### config.mk
export PLATFORM = sky130hd
export DESIGN_NAME = my_mul_flat
export DESIGN_NICKNAME = d
export VERILOG_FILES = /design/src/rtl/my_mul_if.sv /design/src/rtl/my_mul.sv /design/src/flat_wrapper.sv
export SDC_FILE = /design/constraint.sdc
export NUM_CORES = 1
export LEC_CHECK = 0
export CORE_AREA = 10 10 128 130
export CTS_CLUSTER_DIAMETER = 40
export DETAILED_ROUTE_END_ITERATION = 12
export DIE_AREA = 0 0 138 140
export PLACE_DENSITY = 0.88
export SLEW_MARGIN = 25
export SYNTH_ARGS = -nofsm -noshare
export SYNTH_HDL_FRONTEND = slang
export SYNTH_SLANG_ARGS = --single-unit
export TNS_END_PERCENT = 20
### constraint.sdc
create_clock -name clk -period 4.9 [get_ports clk]
set_input_delay 0.49 -clock clk [delete_from_list [all_inputs] [get_ports clk]]
set_output_delay 0.49 -clock clk [all_outputs]
set_load 0.01 [all_outputs]
### src/rtl/my_mul_if.sv
// Request/response bundle shared between the execution unit and the
// sequential multiplier. Operands and the run_in toggle flow toward the
// multiplier; the product, overflow flag and run_out toggle flow back.
interface my_mul_if #(
    parameter int WIDTH = 16
);
    logic [WIDTH-1:0]   a;
    logic [WIDTH-1:0]   b;
    logic               signed_mul;
    logic               byte_mode;
    logic               run_in;
    logic [2*WIDTH-1:0] p;
    logic               ovf;
    logic               run_out;

    modport master (
        output a, b, signed_mul, byte_mode, run_in,
        input  p, ovf, run_out
    );

    modport slave (
        input  a, b, signed_mul, byte_mode, run_in,
        output p, ovf, run_out
    );
endinterface

### src/rtl/my_mul.sv
// Iterative shift-add multiplier (MUL/IMUL, word and byte forms).
// Signed operands are reduced to magnitudes at capture time, the magnitudes
// are multiplied one multiplier bit per clock, and the sign is reapplied on
// the final edge. Handshake: the block is busy whenever run_in != run_out and
// flips run_out when the product is written.
module my_mul #(
    parameter int WIDTH = 16
) (
    input  logic     clk,
    input  logic     reset,
    my_mul_if.slave  bus
);
    localparam int HALF = WIDTH / 2;
    localparam int PW   = $clog2(WIDTH + 1);

    // Magnitude of an operand in the selected form. In byte mode only the low
    // half participates and the result is zero-extended. The most-negative
    // value negates to itself, which is still the correct unsigned magnitude.
    function automatic logic [WIDTH-1:0] mag(input logic [WIDTH-1:0] v,
                                             input logic s,
                                             input logic bm);
        logic [HALF-1:0] low;
        logic [WIDTH-1:0] res;
        low = v[HALF-1:0];
        if (bm) begin
            if (s && low[HALF-1]) begin
                low = {HALF{1'b0}} - low;
            end else begin
                low = v[HALF-1:0];
            end
            res = {{(WIDTH-HALF){1'b0}}, low};
        end else begin
            if (s && v[WIDTH-1]) begin
                res = {WIDTH{1'b0}} - v;
            end else begin
                res = v;
            end
        end
        return res;
    endfunction

    logic [2*WIDTH-1:0] r_mcand;
    logic [WIDTH-1:0]   r_mplier;
    logic [2*WIDTH-1:0] r_acc;
    logic [PW-1:0]      r_phase;
    logic               r_neg;
    logic               r_signed;
    logic               r_byte;
    logic [2*WIDTH-1:0] r_p;
    logic               r_ovf;
    logic               r_run_out;

    logic               w_busy;
    logic [PW-1:0]      w_n;
    logic               w_sign_a;
    logic               w_sign_b;
    logic [2*WIDTH-1:0] w_prod;
    logic [2*WIDTH-1:0] w_final;
    logic               w_ovf;

    assign w_busy   = (bus.run_in != r_run_out);
    assign w_n      = r_byte ? PW'(HALF) : PW'(WIDTH);
    assign w_sign_a = bus.byte_mode ? bus.a[HALF-1] : bus.a[WIDTH-1];
    assign w_sign_b = bus.byte_mode ? bus.b[HALF-1] : bus.b[WIDTH-1];

    // Apply the result sign, confine byte results to the low word, derive ovf.
    always_comb begin
        w_prod  = r_acc;
        w_final = r_acc;
        w_ovf   = 1'b0;
        if (r_signed && r_neg) begin
            w_prod = {(2*WIDTH){1'b0}} - r_acc;
        end else begin
            w_prod = r_acc;
        end
        if (r_byte) begin
            w_final = {{WIDTH{1'b0}}, w_prod[WIDTH-1:0]};
        end else begin
            w_final = w_prod;
        end
        case ({r_byte, r_signed})
            2'b00:   w_ovf = (w_final[2*WIDTH-1:WIDTH] != {WIDTH{1'b0}});
            2'b01:   w_ovf = (w_final[2*WIDTH-1:WIDTH] != {WIDTH{w_final[WIDTH-1]}});
            2'b10:   w_ovf = (w_final[WIDTH-1:HALF] != {(WIDTH-HALF){1'b0}});
            2'b11:   w_ovf = (w_final[WIDTH-1:HALF] != {(WIDTH-HALF){w_final[HALF-1]}});
            default: w_ovf = 1'b0;
        endcase
    end

    // Idle: capture operands. Busy: one shift-add step per edge, then write
    // the product and flip run_out on the edge after the last step.
    always_ff @(posedge clk or posedge reset) begin
        if (reset) begin
            r_mcand   <= {(2*WIDTH){1'b0}};
            r_mplier  <= {WIDTH{1'b0}};
            r_acc     <= {(2*WIDTH){1'b0}};
            r_phase   <= {PW{1'b0}};
            r_neg     <= 1'b0;
            r_signed  <= 1'b0;
            r_byte    <= 1'b0;
            r_p       <= {(2*WIDTH){1'b0}};
            r_ovf     <= 1'b0;
            r_run_out <= 1'b0;
        end else if (!w_busy) begin
            r_mcand  <= {{WIDTH{1'b0}}, mag(bus.a, bus.signed_mul, bus.byte_mode)};
            r_mplier <= mag(bus.b, bus.signed_mul, bus.byte_mode);
            r_neg    <= w_sign_a ^ w_sign_b;
            r_signed <= bus.signed_mul;
            r_byte   <= bus.byte_mode;
            r_acc    <= {(2*WIDTH){1'b0}};
            r_phase  <= {PW{1'b0}};
        end else if (r_phase == w_n) begin
            r_p       <= w_final;
            r_ovf     <= w_ovf;
            r_run_out <= ~r_run_out;
            r_phase   <= {PW{1'b0}};
        end else begin
            if (r_mplier[0]) begin
                r_acc <= r_acc + r_mcand;
            end else begin
                r_acc <= r_acc;
            end
            r_mcand  <= r_mcand << 1;
            r_mplier <= r_mplier >> 1;
            r_phase  <= r_phase + PW'(1);
        end
    end

    assign bus.p       = r_p;
    assign bus.ovf     = r_ovf;
    assign bus.run_out = r_run_out;
endmodule

### src/flat_wrapper.sv
// flat-port wrapper written by rule: the top's interface ports become plain ports
module my_mul_flat 
#(
    parameter int WIDTH = 16
)
  (clk, reset, bus_a, bus_b, bus_signed_mul, bus_byte_mode, bus_run_in, bus_p, bus_ovf, bus_run_out);
  my_mul_if #(.WIDTH(WIDTH)) bus_i ();
  input  logic clk;
  input  logic reset;
  input wire logic [$bits(bus_i.a)-1:0] bus_a;
  input wire logic [$bits(bus_i.b)-1:0] bus_b;
  input wire logic [$bits(bus_i.signed_mul)-1:0] bus_signed_mul;
  input wire logic [$bits(bus_i.byte_mode)-1:0] bus_byte_mode;
  input wire logic [$bits(bus_i.run_in)-1:0] bus_run_in;
  output wire logic [$bits(bus_i.p)-1:0] bus_p;
  output wire logic [$bits(bus_i.ovf)-1:0] bus_ovf;
  output wire logic [$bits(bus_i.run_out)-1:0] bus_run_out;
  assign bus_i.a = bus_a;
  assign bus_i.b = bus_b;
  assign bus_i.signed_mul = bus_signed_mul;
  assign bus_i.byte_mode = bus_byte_mode;
  assign bus_i.run_in = bus_run_in;
  assign bus_p = bus_i.p;
  assign bus_ovf = bus_i.ovf;
  assign bus_run_out = bus_i.run_out;
  my_mul #(.WIDTH(WIDTH)) u_core (.clk(clk), .reset(reset), .bus(bus_i));
endmodule
==> results of run 1 <==
-- through the flow --
stage | util (%) | hold WS, ns | instances | worst slack (ns)
after floorplan | - | 0.453 | 953 | 1.17
after global placement | 64.5 | 0.460 | 1162 | 1.58
after detailed placement | 64.6 | 0.467 | 1162 | 1.52
after CTS | 69.0 | 0.438 | 1194 | 1.48
after global routing | 69.0 | 0.470 | 1194 | 1.24
final | 69.0 | 0.428 | 1194 | 1.47
-- worst max-delay path: cells and delay by family (launching register included) --
family / cells / cell delay, ns
AO/OA/AOI/OAI: 4 / 0.69
adder cells (fa/ha/maj): 1 / 0.17
buffers and inverters: 1 / 0.08
flip-flops: 1 / 0.43
AND/OR/NAND/NOR: 5 / 1.90
-- logic make-up (layout without fill, tap and decap cells) --
family,count (synthesis),after routing
AO/OA/AOI/OAI,268,268
XOR/XNOR,84,84
adder cells (fa/ha/maj),37,37
buffers and inverters,77,138
flip-flops,122,122
multiplexers,10,10
AND/OR/NAND/NOR,355,355
-- power by group --
group | leakage, nW | total (mW) | internal [mW] | switching [mW]
registers | 1.62 | 1.36 | 1.15 | 0.209
clock network | 0.305 | 1.30 | 0.866 | 0.437
logic | 2.24 | 1.50 | 0.637 | 0.862
total | 4.17 | 4.16 | 2.65 | 1.51
-- how the worst max path moves through the flow --
stage,from,slack [ns],end,cells after the start
final,u_core.r_acc[1],1.47,u_core.bus.ovf,11
after floorplan,reset,1.17,u_core.bus.ovf,1
after global routing,u_core.r_acc[1],1.24,u_core.bus.ovf,11
after global placement,u_core.r_acc[1],1.58,u_core.bus.ovf,11
after CTS,u_core.r_acc[1],1.48,u_core.bus.ovf,11
after detailed placement,u_core.r_acc[1],1.52,u_core.bus.ovf,11
-- layer usage --
metal	vias to the layer above	global-route usage (%)	wire, um
met5	-	0	0
met4	0	8.21	436
met3	41	4.60	1240
met2	250	31.7	9250
met1	3488	26.2	9100
li1	3509	-	-
-- registers in the layout (all words and copies together) (netlist names), 5 cells and up --
name / flops
u_core.r_mplier: 16
u_core.r_acc: 32
u_core.bus.p: 32
u_core.r_mcand: 32
u_core.r_phase: 5
-- area by class of cell --
class,count,area (um2)
multi-input cells,754,4740
fillers,1066,4260
flip-flops and latches,122,3050
repair buffers,80,776
clock buffers,26,509
well taps,180,225
clock inverters,6,109
inverters,26,100
-- cells in the final DEF (no fill, tap or decap), types with 9 or more instances in the layout --
cell             count
mux2i_1              9
dfrtp_1            121
nor3_1              23
clkdlybuf4s50_1     70
nand2_1            156
o31ai_1             18
a22o_1              28
xnor2_1             50
nor2b_1              9
xor2_1              32
nor2_1              81
buf_4               10
clkbuf_16           17
ha_1                36
a21o_1              11
o21ai_0             59
nand3_1             18
inv_1               25
a31oi_1             20
or3_1               14
a21oi_1             71
==> reports/results.txt, run 1 <==
Status = finished, final reports clean
Post-synthesis mux area share = 1.26%
Final Cell Area = 9510 um2
Chip Height = 140 um
Number of flops mapped to enable cells by yosys = 0
RePlAce Congestion = 0.924
Clock root buffer = clkbuf_16
Worst setup SP type = register
Vias in the first global route = 6792
Yosys synthesis warning count = 0
Largest family of logic cells by synthesized area = compound AO/OA/AOI/OAI gates
Worst-Skew Late Latency = 0.43 ns
Netlist area before placement = 8050 um2
Clk sinks = 122
Antenna-violating nets left = 0
CTS tree = done
Inserted Clock Buffers = 17
Final setup violation count = 0
Wire per inst = 16.8 um
Setup TNS = 0 ns
R2R Path Start = u_core.r_acc[1]
Worst path cell trace = inv_1 -> ha_1 -> or4b_4 -> or4_4 -> nor4b_4 -> or3_1 -> a21oi_2 -> nor4b_2 -> a32oi_1 -> o41ai_1 -> o211ai_1
Post-CTS sizing = 0
Worst Reg2Reg Path Length in Cells = 11
Post-Synth Simple-Gate Area = 20.4%
Seq/Total Area, Yosys = 37.9%
Initial Util = 58.4%
Register bit total from synthesis = 122
DIE WIDTH = 138 um
RSZ-0062 raised after global routing = false
CTS Hold Bufs = 0
Crit Path Max Fanout = 6
Area share of the leading cell type in the synthesized netlist = 37.9%
Compound-cell area share of the yosys netlist = 21.7%
Xor and xnor fraction of the mapped netlist area = 9.14%
Clk pin slew, worst setup/hold paths = 0.06 ns
GR Overflow Total = 0
Initial antenna violation count = 0
PD cells = 437 nW/um2
Worst Path Required = 5.17 ns
Fin. Hold Viols = 0
Prevailing post-synth register cell = dfrtp_1
Async SR Flop Fraction = 100%
Max Slew Vio Count = 0
Syn nets = 1027
Largest net degree at the start of global routing = 73
Post-CTS Setup Bufs = 0
Cell taking the most area after synthesis = dfrtp_1
Vias/cell = 6.10
TritonRoute pass-1 iters = 5
Max stage delay on crit path = 0.59 ns
Dpl cell area = 8890 um2
Cell Rows = 43
Mean Syn Cell Area = 8.44 um2
Cell with the most instances after synthesis = nand2_1
Clock skew = 0.00732 ns
CP endpoint kind = register
GRT Resource Usage Total = 20.2%
Post-Route WL = 20000 um
Register-to-Register Setup Slack = 1.47 ns
Fraction of layout cells with a size suffix above 1 = 5.92%
Cells after Synth = 953
Final period util = 70.0%
ANT cells = 0
Leakage = 4.17 nW
Post-Synth Adder-Cell Area = 5.85%
Worst hold path class = in -> async
Area growth from synthesis to layout = 18.2%
First-pass GRT wire length = 33300 um
CP Class = reg -> reg
Synth unique cells = 63
Post-synth top cells = nand2_1 (157), dfrtp_1 (122), nor2_1 (82)
Crit path DAT = 3.70 ns
Relative slew slack = 38.0%
DR vias = 7288
Clock Tree Buf Depth = 2
Top cells by area, synth = dfrtp_1 (38%), nand2_1 (7.3%), ha_1 (5.6%), xnor2_1 (5.6%), a21oi_1 (4.4%)
Placed wire-length estimate = 14300 um
IR drop worst, VDD = 0.287 mV
Max cap viols = 0
CP max stage cell = or4_4
I/O Pins = 71
Min cycle time layout = 3.43 ns
DR iter-0 viols = 631
FF-to-FF End = u_core.bus.ovf
Fmax = 291 MHz
Residual DRC count = 0
Layout Nets = 1075
Final Power = 4.16 mW
Core box area = 13800 um2
Die ar. = 19300 um2
Worst-margin pin slew = 0.928 ns
Port-buffer cells = 70
H-tree Lvls = 4
No activity file was read; power rests on OpenSTA's default activity.
==> run 2, diff against run 1 <==
==> constraint.sdc (replaced) <==
create_clock -name clk -period 3.2 [get_ports clk]
set_input_delay 0.32 -clock clk [delete_from_list [all_inputs] [get_ports clk]]
set_output_delay 0.32 -clock clk [all_outputs]
set_load 0.01 [all_outputs]
==> reports/results.txt, run 2 (synthesized netlist as in run 1, its figures left out) <==
Status = finished, final reports clean
Layout Nets = 1100 (+2.3%)
Worst-Skew Late Latency = 0.42 ns (about the same)
Fraction of layout cells with a size suffix above 1 = 8.40% (+2.5 points)
Commonest non-fill, non-tap cells in the layout = nand2_1 (156), dfrtp_1 (122), nor2_1 (80)
Die ar. = 19300 um2 (unchanged)
Max cap viols = 0 (unchanged)
ANT cells = 0 (unchanged)
Initial antenna violation count = 0 (unchanged)
Commonest non-fill, non-tap cell in the layout = nand2_1
Clk pin slew, worst setup/hold paths = 0.05 ns (about the same)
TritonRoute pass-1 iters = 5 (unchanged)
H-tree Lvls = 4 (unchanged)
Final Power = 6.33 mW (+52%)
Vias in the first global route = 6944 (+2.2%)
M3 GR Usage = 4.46% (-0.14 points)
First-pass GRT wire length = 33300 um (unchanged)
PD cells = 652 nW/um2 (+49%)
Residual DRC count = 0 (unchanged)
Crit Path Max Fanout = 6 (unchanged)
FF-to-FF End = u_core.bus.ovf
Met1 Use GR = 25.5% (-0.69 points)
Final period util = 97.3% (+27 points)
Register-to-Register Setup Slack = 0.09 ns (-1.38 ns)
GR Overflow Total = 0 (unchanged)
Largest net degree at the start of global routing = 67 (-8.2%)
Fmax = 321 MHz (+10%)
Fin. Hold Viols = 0 (unchanged)
Max Slew Vio Count = 0 (unchanged)
Clock Tree Buf Depth = 2 (unchanged)
Port-buffer cells = 70 (unchanged)
Post-Route WL = 19900 um (-0.67%)
Wire per inst = 16.4 um (-2.5%)
Chip Height = 140 um (unchanged)
Initial Util = 58.4% (unchanged)
DR vias = 7344 (+0.77%)
Worst setup SP type = register
I/O Pins = 71 (unchanged)
GRT Resource Usage Total = 20.1% (-0.027 points)
Area growth from synthesis to layout = 20.6%
RSZ-0062 raised after global routing = true
Crit path DAT = 3.45 ns (-0.25 ns)
Clock skew = 0.00753 ns (+0.000213 ns)
Fin util = 70.5% (+1.4 points)
CP Class = reg -> reg
Clock root buffer = clkbuf_16
IR drop worst, VDD = 0.467 mV (+63%)
R2R Path Start = u_core.r_acc[0]
GRT busiest layer = met2
Antenna-violating nets left = 0 (unchanged)
Vias/cell = 6.04 (-1.1%)
Worst Reg2Reg Path Length in Cells = 12 (+1)
Setup TNS = 0 ns (unchanged)
Max stage delay on crit path = 0.50 ns (-0.09 ns)
Placed wire-length estimate = 14900 um (+4.1%)
Min cycle time layout = 3.11 ns (-0.316 ns)
CTS tree = done
Relative slew slack = 46.1% (+8.2 points)
Worst path cell trace = inv_1 -> ha_1 -> or4b_4 -> or4_4 -> nor3_2 -> o21ai_0 -> a21oi_1 -> nor4b_4 -> buf_4 -> a41oi_1 -> o41ai_2 -> o211ai_1
CP max stage cell = or4_4
Leakage = 4.28 nW (+2.5%)
Inserted Clock Buffers = 17 (unchanged)
CTS Hold Bufs = 0 (unchanged)
Clk sinks = 122 (unchanged)
Final setup violation count = 0 (unchanged)
Worst hold path class = in -> async
DR iter-0 viols = 612 (-3.0%)
Dpl cell area = 9090 um2 (+2.2%)
Cell Rows = 43 (unchanged)
Final Cell Area = 9710 um2 (+2.1%)
Worst-margin pin slew = 0.805 ns (-0.123 ns)
Worst Path Required = 3.53 ns (-1.64 ns)
Met2 Usage GRT = 32.8% (+1.1 points)
RePlAce Congestion = 0.993 (+7.5%)
Core box area = 13800 um2 (unchanged)
DIE WIDTH = 138 um (unchanged)
CP endpoint kind = register
[run 2: cell count changes in the layout (fill, tap and decap cells not counted), moves of 2 or more]
cell and delta:
buf_12 +3, buf_4 +22, bufinv_16 -2, clkbuf_1 +2, clkbuf_8 -2, nor3_1 -2, nor3_2 +2, nor4_1 -2
nor4_2 +2, o41ai_1 -2, o41ai_2 +2
[run 2: power by group]
group          switching, mW  internal (mW)  leakage [nW]
registers              0.225           1.76          1.63
clock network          0.616           1.11         0.260
logic                   1.47           1.14          2.39
[run 2: per-layer routing]
metal  part of all wire, %  routed length [um]
met1                    44                8840
met2                    47                9350
met3                   6.6                1310
met4                   2.0                 392
met5                     0                   0
[run 2: cell type report]
| type | count | area (um2) |
|---|---|---|
| Tap cell | 180 | 225 |
| Sequential cell | 122 | 3050 |
| Inverter | 26 | 101 |
| Clock buffer | 26 | 489 |
| Multi-Input combinational cell | 754 | 4800 |
| Clock inverter | 3 | 40.0 |
| Timing Repair Buffer | 105 | 1000 |
| Fill cell | 1052 | 4070 |
[run 2: how the worst max path moves through the flow]
stage | start | slack, ns | to | cells past startpoint
6_report | u_core.r_acc[0] | 0.09 | u_core.bus.ovf | 12
5_1_grt | u_core.r_acc[0] | -0.17 | u_core.bus.ovf | 13
4_1_cts | u_core.r_acc[0] | 0.07 | u_core.r_acc[30] | 13
3_5_place_dp | u_core.r_acc[0] | -0.04 | u_core.bus.ovf | 11
3_3_place_gp | u_core.r_acc[0] | 0.06 | u_core.bus.ovf | 11
2_1_floorplan | u_core.r_acc[1] | 0.04 | u_core.bus.ovf | 12
[run 2: what timing repair did]
| action | in CTS | in global routing |
|---|---|---|
| setup endpoints to repair | 1 | 8 |
| buffers inserted | 1 | 0 |
| endpoints found under the hold margin | 0 | 0 |
| resized for setup | 0 | 12 |
| pin swaps | 3 | 2 |
[run 2: critical path, delay by kind of cell (launching register included)]
family	cells	cell delay, ns
AO/OA/AOI/OAI	5	0.93
adder cells (fa/ha/maj)	1	0.19
buffers and inverters	2	0.23
flip-flops	1	0.37
AND/OR/NAND/NOR	4	1.30
[run 2: per-stage QoR]
stage / setup WS [ns] / hold slack (ns) / cells
floorplan: 0.0350 / 0.425 / 953
global placement: 0.0594 / 0.459 / 1185
detailed placement: -0.0391 / 0.469 / 1185
CTS: 0.0711 / 0.472 / 1215
global route: -0.168 / 0.255 / 1216
finish: 0.0851 / 0.216 / 1216
==> run 3, diff against run 2 <==
--- a/config.mk
+++ b/config.mk
@@ -5,11 +5,12 @@
 export SDC_FILE = /design/constraint.sdc
 export NUM_CORES = 1
 export LEC_CHECK = 0
-export CORE_AREA = 10 10 128 130
+export CORE_AREA = 10 10 106 155
+export CTS_BUF_LIST = sky130_fd_sc_hd__clkbuf_8
 export CTS_CLUSTER_DIAMETER = 40
 export DETAILED_ROUTE_END_ITERATION = 12
-export DIE_AREA = 0 0 138 140
-export PLACE_DENSITY = 0.88
+export DIE_AREA = 0 0 116 165
+export PLACE_DENSITY_LB_ADDON = 0.05
 export SLEW_MARGIN = 25
 export SYNTH_ARGS = -nofsm -noshare
 export SYNTH_HDL_FRONTEND = slang
==> reports/results.txt, run 3 (synthesized netlist as in run 1, its figures left out) <==
Status = finished, final reports clean
Clk pwr share = 21.4% (-5.9 points)
Register-to-Register Setup Slack = 0.01 ns (-0.07 ns)
Initial antenna violation count = 0 (unchanged)
Crit Path Max Fanout = 6 (unchanged)
Layout Nets = 1113 (+1.2%)
Crit path DAT = 3.55 ns (+0.10 ns)
Vias/cell = 5.93 (-1.7%)
Largest net degree at the start of global routing = 73 (+9.0%)
Hold Slack = 0.343 ns (+0.128 ns)
CTS tree = done
Fin util = 71.9% (+1.4 points)
Min cycle time layout = 3.19 ns (+0.0707 ns)
Post-Route WL = 19900 um (about the same)
Core box area = 13500 um2 (-1.7%)
H-tree Lvls = 4 (unchanged)
Antenna-violating nets left = 0 (unchanged)
PD cells = 630 nW/um2 (-3.4%)
Clk sinks = 122 (unchanged)
Wire per inst = 16.4 um (+0.13%)
GRT Resource Usage Total = 21.4% (+1.2 points)
Worst Path Required = 3.57 ns (+0.04 ns)
Leakage = 4.27 nW (-0.21%)
Inserted Clock Buffers = 17 (unchanged)
Residual DRC count = 0 (unchanged)
Clock root buffer = clkbuf_8
Multi-input logic area = 4900 um2 (+2.1%)
Worst-Skew Late Latency = 0.46 ns (+0.04 ns)
Fin. Hold Viols = 0 (unchanged)
Final period util = 99.6% (+2.2 points)
Die ar. = 19100 um2 (-0.93%)
CP endpoint kind = register
P_sw = 2.45 mW (+5.9%)
Vias in the first global route = 7108 (+2.4%)
DIE WIDTH = 116 um (-16%)
Commonest non-fill, non-tap cell in the layout = nand2_1
Post-route insts no fill = 1214 (-0.16%)
Setup Slack @ Placement = -0.0831 ns (-0.0439 ns)
Relative slew slack = 47.9% (+1.7 points)
Fmax = 314 MHz (-2.2%)
Int Pwr = 3.68 mW (-8.4%)
Final-layout fill cell count = 1108 (+5.3%)
DR iter-0 viols = 425 (-31%)
I/O Pins = 71 (unchanged)
Commonest non-fill, non-tap cells in the layout = nand2_1 (156), dfrtp_1 (122), nor2_1 (80)
Clock Tree Buf Depth = 2 (unchanged)
Port-buffer cells = 70 (unchanged)
Worst setup SP type = register
Final Cell Area = 9730 um2 (+0.26%)
Max cap viols = 0 (unchanged)
Final critical-path setup slack = 0.0143 ns (-0.0707 ns)
ANT cells = 0 (unchanged)
Final setup violation count = 0 (unchanged)
Placed wire-length estimate = 14900 um (-0.16%)
Area growth from synthesis to layout = 20.9%
Worst-margin pin slew = 0.780 ns (-0.0248 ns)
Final Power = 6.13 mW (-3.1%)
Cell Rows = 52 (+21%)
Setup TNS = 0 ns (unchanged)
TritonRoute pass-1 iters = 5 (unchanged)
Switch share = 40.0% (+3.4 points)
RePlAce Congestion = 0.905 (-8.9%)
IR drop worst, VDD = 0.335 mV (-28%)
Combinational fraction of design power = 46.5% (+5.2 points)
Chip Height = 165 um (+18%)
Dpl cell area = 9140 um2 (+0.58%)
DR vias = 7204 (-1.9%)
Clock skew = 0.0166 ns (+0.00908 ns)
Register area = 3050 um2 (unchanged)
GR Overflow Total = 0 (unchanged)
Initial Util = 59.5% (+1.0 points)
Fraction of layout cells with a size suffix above 1 = 11.5% (+3.1 points)
Worst hold path class = in -> async
Reg power frac = 32.1% (+0.7 points)
Dpl cells = 1176 (-0.76%)
Clk pin slew, worst setup/hold paths = 0.08 ns (+0.03 ns)
RSZ-0062 raised after global routing = true
First-pass GRT wire length = 33200 um (-0.17%)
CP Class = reg -> reg
Max Slew Vio Count = 0 (unchanged)
run 3: timing repair:
action	CTS	global route
endpoints found under the hold margin	0	0
endpoints found under the setup margin	1	5
hold buffers	0	0
buffers inserted	1	5
pin swaps	2	13
cloned	0	0
gates resized for setup	0	30
run 3: power groups by stage:
stage	registers [mW]	logic, mW	clock network (mW)
2_1_floorplan	1.95	1.86	0
6_report	1.97	2.85	1.31
3_5_place_dp	1.99	2.61	0
5_1_grt	2.00	3.14	1.39
3_3_place_gp	1.98	2.57	0
4_1_cts	1.96	2.64	1.33
run 3: path summary, 6_finish.rpt:
path / depth (start not counted) / endpoint / from
max in group asynchronous: 3 / u_core.r_mcand[14] / reset
max: 13 / u_core.bus.ovf / u_core.r_acc[0]
max reg2reg: 13 / u_core.bus.ovf / u_core.r_acc[0]
min reg2reg: 2 / u_core.bus.p[26] / u_core.bus.p[26]
min: 2 / u_core.bus.p[15] / reset
min in group clk: 2 / u_core.bus.p[26] / u_core.bus.p[26]
run 3: critical path: stages, from the launching register on:
cell	delay, ns
dfrtp_1	0.39
inv_2	0.08
ha_4	0.13
or4b_4	0.47
or4_4	0.65
nor4b_4	0.28
o21ai_1	0.11
a21oi_2	0.25
nor4b_4	0.07
buf_4	0.14
buf_4	0.12
a41oi_2	0.16
o41ai_2	0.09
o211ai_1	0.16
run 3: layout make-up:
cell class              count  area share [%]
multi-input cells         754            50.3
clock inverters            13            1.22
clock buffers              19            2.69
repair buffers            118            11.3
inverters                  26            1.04
flip-flops and latches    122            31.4
well taps                 162            2.08
run 3: layer usage:
| layer | track usage [%] | part of all wire, % |
|---|---|---|
| met4 | 8.73 | 2.4 |
| met5 | 0 | 0 |
| met2 | 37.4 | 50 |
| met1 | 25.0 | 43 |
| met3 | 3.89 | 4.1 |
